[src/rtl/pred_pkg.sv]
// Shared types and defaults for the multi-channel edge-delay predictor.
package pred_pkg;

  // Default delay word width and synchroniser depth.
  localparam int PRED_W           = 8;
  localparam int PRED_SYNC_STAGES = 2;

  // Programmed delay word at the default width.
  typedef logic [PRED_W-1:0] shift_t;

  // Per-channel edge FSM: waiting for an edge, or timing a pending edge.
  typedef enum logic {
    IDLE  = 1'b0,
    COUNT = 1'b1
  } pred_state_e;

endpackage

[src/rtl/pred_chan.sv]
// One predictor channel: synchroniser, edge FSM and delay counter.
// An edge on the synchronised input reaches sgn_pre exactly S+1 clocks later,
// where S is the rise or fall delay captured when the edge was detected.
module pred_chan
  import pred_pkg::*;
#(
  parameter int W           = PRED_W,
  parameter int SYNC_STAGES = PRED_SYNC_STAGES
) (
  input  logic         clk,
  input  logic         rst,
  input  logic         sgn,
  input  logic         en,
  input  logic [W-1:0] shift_rise,
  input  logic [W-1:0] shift_fall,
  output logic         sgn_pre,
  output logic         busy,
  output logic         edge_drop
);

  logic         sgn_s;
  logic [W-1:0] shift_sel;
  logic [W-1:0] cnt;
  pred_state_e  state;

  pred_sync #(
    .STAGES(SYNC_STAGES)
  ) u_sync (
    .clk(clk),
    .rst(rst),
    .d  (sgn),
    .q  (sgn_s)
  );

  // Delay that applies to the edge currently presented by the synchroniser.
  assign shift_sel = sgn_s ? shift_rise : shift_fall;

  // Edge FSM. The detection clock is the first of the S+1 delay clocks, so the
  // counter is loaded with S-1 and a zero delay commits on the detection clock.
  always_ff @(posedge clk or posedge rst) begin
    if (rst) begin
      state     <= IDLE;
      cnt       <= '0;
      sgn_pre   <= 1'b0;
      busy      <= 1'b0;
      edge_drop <= 1'b0;
    end else begin
      edge_drop <= 1'b0;
      if (!en) begin
        state   <= IDLE;
        cnt     <= '0;
        sgn_pre <= 1'b0;
        busy    <= 1'b0;
      end else begin
        case (state)
          IDLE: begin
            if (sgn_s != sgn_pre) begin
              if (shift_sel == '0) begin
                sgn_pre <= sgn_s;
              end else begin
                cnt   <= shift_sel - W'(1);
                state <= COUNT;
                busy  <= 1'b1;
              end
            end
          end
          COUNT: begin
            if (sgn_s == sgn_pre) begin
              // Input reverted before the delay expired: cancel the edge.
              state     <= IDLE;
              busy      <= 1'b0;
              edge_drop <= 1'b1;
            end else if (cnt == '0) begin
              sgn_pre <= sgn_s;
              state   <= IDLE;
              busy    <= 1'b0;
            end else begin
              cnt <= cnt - W'(1);
            end
          end
          default: begin
            state <= IDLE;
            busy  <= 1'b0;
          end
        endcase
      end
    end
  end

endmodule

[src/rtl/pred_sync.sv]
// Multi-flop synchroniser for a single asynchronous bit.
module pred_sync #(
  parameter int STAGES = 2
) (
  input  logic clk,
  input  logic rst,
  input  logic d,
  output logic q
);

  logic [STAGES-1:0] sync_q;

  // Shift the raw input through the synchroniser flops.
  always_ff @(posedge clk or posedge rst) begin
    if (rst) begin
      sync_q <= '0;
    end else begin
      sync_q <= {sync_q[STAGES-2:0], d};
    end
  end

  assign q = sync_q[STAGES-1];

endmodule

[src/rtl/pred_multi.sv]
// Multi-channel edge-delay (phase predictor) for the gate-drive feedback path.
// Each channel is fully independent; this level only slices the buses.
module pred_multi
  import pred_pkg::*;
#(
  parameter int CH          = 2,
  parameter int W           = PRED_W,
  parameter int SYNC_STAGES = PRED_SYNC_STAGES
) (
  input  logic            clk,
  input  logic            rst,
  input  logic [CH-1:0]   sgn,
  input  logic [CH-1:0]   en,
  input  logic [CH*W-1:0] shift_rise,
  input  logic [CH*W-1:0] shift_fall,
  output logic [CH-1:0]   sgn_pre,
  output logic [CH-1:0]   busy,
  output logic [CH-1:0]   edge_drop
);

  for (genvar i = 0; i < CH; i++) begin : g_chan
    pred_chan #(
      .W          (W),
      .SYNC_STAGES(SYNC_STAGES)
    ) u_chan (
      .clk       (clk),
      .rst       (rst),
      .sgn       (sgn[i]),
      .en        (en[i]),
      .shift_rise(shift_rise[i*W +: W]),
      .shift_fall(shift_fall[i*W +: W]),
      .sgn_pre   (sgn_pre[i]),
      .busy      (busy[i]),
      .edge_drop (edge_drop[i])
    );
  end

endmodule

[config.mk]
export PLATFORM = sky130hd
export DESIGN_NAME = pred_multi
export DESIGN_NICKNAME = d
export VERILOG_FILES = /design/src/rtl/pred_pkg.sv /design/src/rtl/pred_chan.sv /design/src/rtl/pred_sync.sv /design/src/rtl/pred_multi.sv
export SDC_FILE = /design/constraint.sdc
export NUM_CORES = 1
export LEC_CHECK = 0
export ABC_AREA = 1
export CORE_ASPECT_RATIO = 1.4
export CORE_MARGIN = 4
export CORE_UTILIZATION = 38
export CTS_CLUSTER_DIAMETER = 60
export DETAILED_ROUTE_END_ITERATION = 10
export MAX_ROUTING_LAYER = met4
export PLACE_DENSITY = 0.76
export SLEW_MARGIN = 5
export SYNTH_ARGS = -nofsm -noshare
export SYNTH_HDL_FRONTEND = slang
export SYNTH_SLANG_ARGS = --single-unit
[constraint.sdc]
create_clock -name clk -period 1.77 [get_ports clk]
set_clock_uncertainty 0.15 [all_clocks]
set_input_delay 0.354 -clock clk [delete_from_list [all_inputs] [get_ports clk]]
set_output_delay 0.354 -clock clk [all_outputs]
set_load 0.005 [all_outputs]
==> flow_summary.json <==
{
  "track_usage_pct": 15.3,
  "met1Wirelength_mm": 2.08,
  "tritoncts": "built",
  "wl_mm": 5.42,
  "die_area_mm2": 0.00751,
  "synth_area_leaders": "dfrtp_1 (30%), nand2_1 (28%), inv_1 (8.8%)",
  "cp_slowest_cell": "dfrtp_2",
  "synth_edf_count": 0,
  "wl_per_cell_um": 10.6,
  "synthMostInstantiatedCell": "nand2_1",
  "slowest_delay_ps": 440,
  "drt_iter0_drc": 75,
  "fin_nets": 483,
  "worstSetupEndpointType": "flip-flop",
  "cp_common_cell": "nand2_1",
  "syn_area_per_cell_um2": 6.25,
  "r2r_slack_ps": 50,
  "vias": 2350,
  "ys_top_cells_by_count": "nand2_1 (173), inv_1 (55), dfrtp_1 (28), nand3_1 (27), nor2_1 (15)",
  "path_class": "reg2reg",
  "clock-sinks": 28,
  "crit_buf_inv": 3,
  "io_pins": 44,
  "routed.top_layer": "met4",
  "dp.cells": 505,
  "p_leak_nw": 1.75,
  "required_ps": 1840,
  "status": "finished, final reports clean",
  "cts_max_path_buffers": 2,
  "syn_nets": 415,
  "synth.yosys.warnings": 0,
  "fmax_ghz": 0.583,
  "ys_seq_area_share_pct": 29.9,
  "fin_crit_sh_pct": 97.0,
  "overflow": 0,
  "hold_depth": 0,
  "regToRegStartpoint": "g_chan[1].u_chan.u_sync.sync_q[1]$_DFF_PP0_",
  "regArea_um2": 706,
  "min_from": "g_chan[1].u_chan.u_sync.sync_q[0]$_DFF_PP0_",
  "clock_latency_ps": 280,
  "irDropWorstVdd_uv": 360,
  "final_cells": 512,
  "power.density_mw_per_mm2": 990,
  "grt_pass1_wl_mm": 8.97,
  "drt-pass1-iter-count": 4,
  "slew_viol_final": 0,
  "dpl-instance-area_mm2": 0.00300,
  "grt_max_degree": 29,
  "cts_root_buf": "clkbuf_8",
  "reg2reg_depth": 11,
  "rsz0062_at_grt": "yes",
  "clkTransAtPathRegs_ps": 90,
  "period_minus_slack_ps": 1720,
  "hp-class": "reg2reg",
  "ys_ff_latch": 28,
  "initial_core_util_pct": 39.7,
  "synth_cell_types": 32,
  "netlist_area_mm2": 0.00234,
  "drt_drc_violations_left": 0,
  "path_cells": "clkinv_4, buf_12, nand2_1, nand3_1, nand2_1, ha_2, inv_2, nor2_1, xnor2_1, nand2_1, nand2_1",
  "post_drt_via_cell_ratio": 4.59,
  "critPathLaunchType": "flip-flop",
  "syn_inst": 375,
  "crit_cells": 11,
  "wl_met2_mm": 2.94,
  "gp_congestion": 0.823,
  "die_width_um": 74.4,
  "setup_viol": 0,
  "crit_path_max_fanout": 6,
  "drive_above_1_share_pct": 21.0,
  "min_to": "g_chan[1].u_chan.u_sync.sync_q[1]$_DFF_PP0_",
  "met3_length_um": 244,
  "max_cap_viol_count": 0,
  "die_h_um": 101,
  "core_area_mm2": 0.00590,
  "num_rows": 33,
  "synth.top_cell.area_share_pct": 29.9,
  "synth.largest_area_cell": "dfrtp_1",
  "tightest_slew_ps": 364,
  "fill_cells": 575,
  "ys.flop_type": "dfrtp_1",
  "arrival_ps": 1790,
  "relSlewSlack_pct": 75.7,
  "portBuffers": 43,
  "diodes": 0,
  "dp_hpwl_mm": 4.30,
  "numCtsBuffers": 3,
  "r2r-end": "g_chan[1].u_chan.cnt[4]$_DFFE_PP0P_",
  "multiInputGateArea_mm2": 0.00137,
  "async_flop_share_pct": 100,
  "first_global_vias": 2304,
  "hold_violations": 0,
  "stdcell_area_mm2": 0.00319,
  "antenna_found_initial": 0,
  "syn_to_final_growth_pct": 36.3,
  "detail-route-antenna-nets": 0,
  "cts_max_level": 1,
  "crit_family": "simple AND/OR/NAND/NOR gates"
}
==> what timing repair did <==
action | CTS | global route
gates cloned | 0 | 1
hold buffers | 0 | 0
hold endpoints to repair | 0 | 0
resized for setup | 6 | 31
buffers inserted | 0 | 2
pin swaps | 0 | 7
setup endpoints to repair | 19 | 20
==> stage by stage <==
stage	setup WS, ps	total power, W	utilization (%)	TNS [ps]	hold slack, ps
after detailed placement	-305	0.00265	50.8	-4340	187
after floorplan	91.5	0.00210	-	0	181
after CTS	1.68	0.00308	51.9	0	209
after global routing	-61.8	0.00347	54.1	-419	226
final	53.6	0.00316	54.1	0	206
after global placement	-242	0.00261	50.8	-3510	185
==> where the power goes <==
group / internal, W / switching, W
Clock: 0.000199 / 0.000198
Sequential: 0.000818 / 0.000129
Combinational: 0.000815 / 0.00100
Total: 0.00183 / 0.00133
==> worst max path at each step <==
stage                                                startpoint                                    to  slack [ps]
floorplan           g_chan[1].u_chan.u_sync.sync_q[1]$_DFF_PP0_   g_chan[1].u_chan.cnt[4]$_DFFE_PP0P_          90
global placement                                  shift_fall[1]   g_chan[0].u_chan.cnt[5]$_DFFE_PP0P_        -240
detailed placement                                shift_fall[1]   g_chan[0].u_chan.cnt[5]$_DFFE_PP0P_        -310
CTS                 g_chan[0].u_chan.u_sync.sync_q[1]$_DFF_PP0_  g_chan[0].u_chan.sgn_pre$_DFFE_PP0P_           2
global route        g_chan[1].u_chan.u_sync.sync_q[1]$_DFF_PP0_   g_chan[1].u_chan.cnt[5]$_DFFE_PP0P_         -60
finish              g_chan[1].u_chan.u_sync.sync_q[1]$_DFF_PP0_   g_chan[1].u_chan.cnt[4]$_DFFE_PP0P_          50
==> flip-flops by register name, summed over array words and instances, names as in the netlist <==
signal and flops:
g_chan.u_chan.edge_drop 2, g_chan.u_chan.cnt 16, g_chan.u_chan.busy 2, g_chan.u_chan.state 2, g_chan.u_chan.u_sync.sync_q 4, g_chan.u_chan.sgn_pre 2
==> routing by layer <==
| layer | vias up | GRT usage [%] |
|---|---|---|
| met3 | 11 | 1.70 |
| met4 | 0 | 6.30 |
| met2 | 50 | 30.2 |
| met5 | - | - |
| li1 | 1247 | - |
| met1 | 1042 | 14.3 |
==> final cells by class <==
class / instances / area share [%]
clock buffer: 4 / 1.72
inverter: 59 / 7.17
multi-input combinational: 273 / 42.9
timing repair buffer: 78 / 23.4
tap: 70 / 2.74
sequential: 28 / 22.1
==> cell usage in the layout, fill, tap and decap left out, drive strengths merged <==
cell | Yosys | final
nor3 | 4 | 4
clkbuf | 0 | 5
dfrtp | 28 | 28
inv | 59 | 58
nand3 | 28 | 28
or2 | 6 | 6
nand3b | 1 | 1
clkinv | 0 | 1
ha | 2 | 2
xnor2 | 4 | 4
nand2 | 185 | 185
a21oi | 4 | 4
nor2 | 21 | 21
buf | 15 | 34
o21ai | 13 | 13
xor2 | 4 | 4
clkdlybuf4s50 | 0 | 43
a21boi | 1 | 1
==> logic make-up (layout without fill, tap and decap cells) <==
logic type	count (synthesis)	in the layout	synth area share [%]
simple gates	245	245	45.4
buf+inv	74	141	15.5
flops	28	28	29.9
compound gates	18	18	4.43
xor+xnor	8	8	3.63
fa+ha+maj	2	2	1.07
Power figures use the tool's default switching activity.
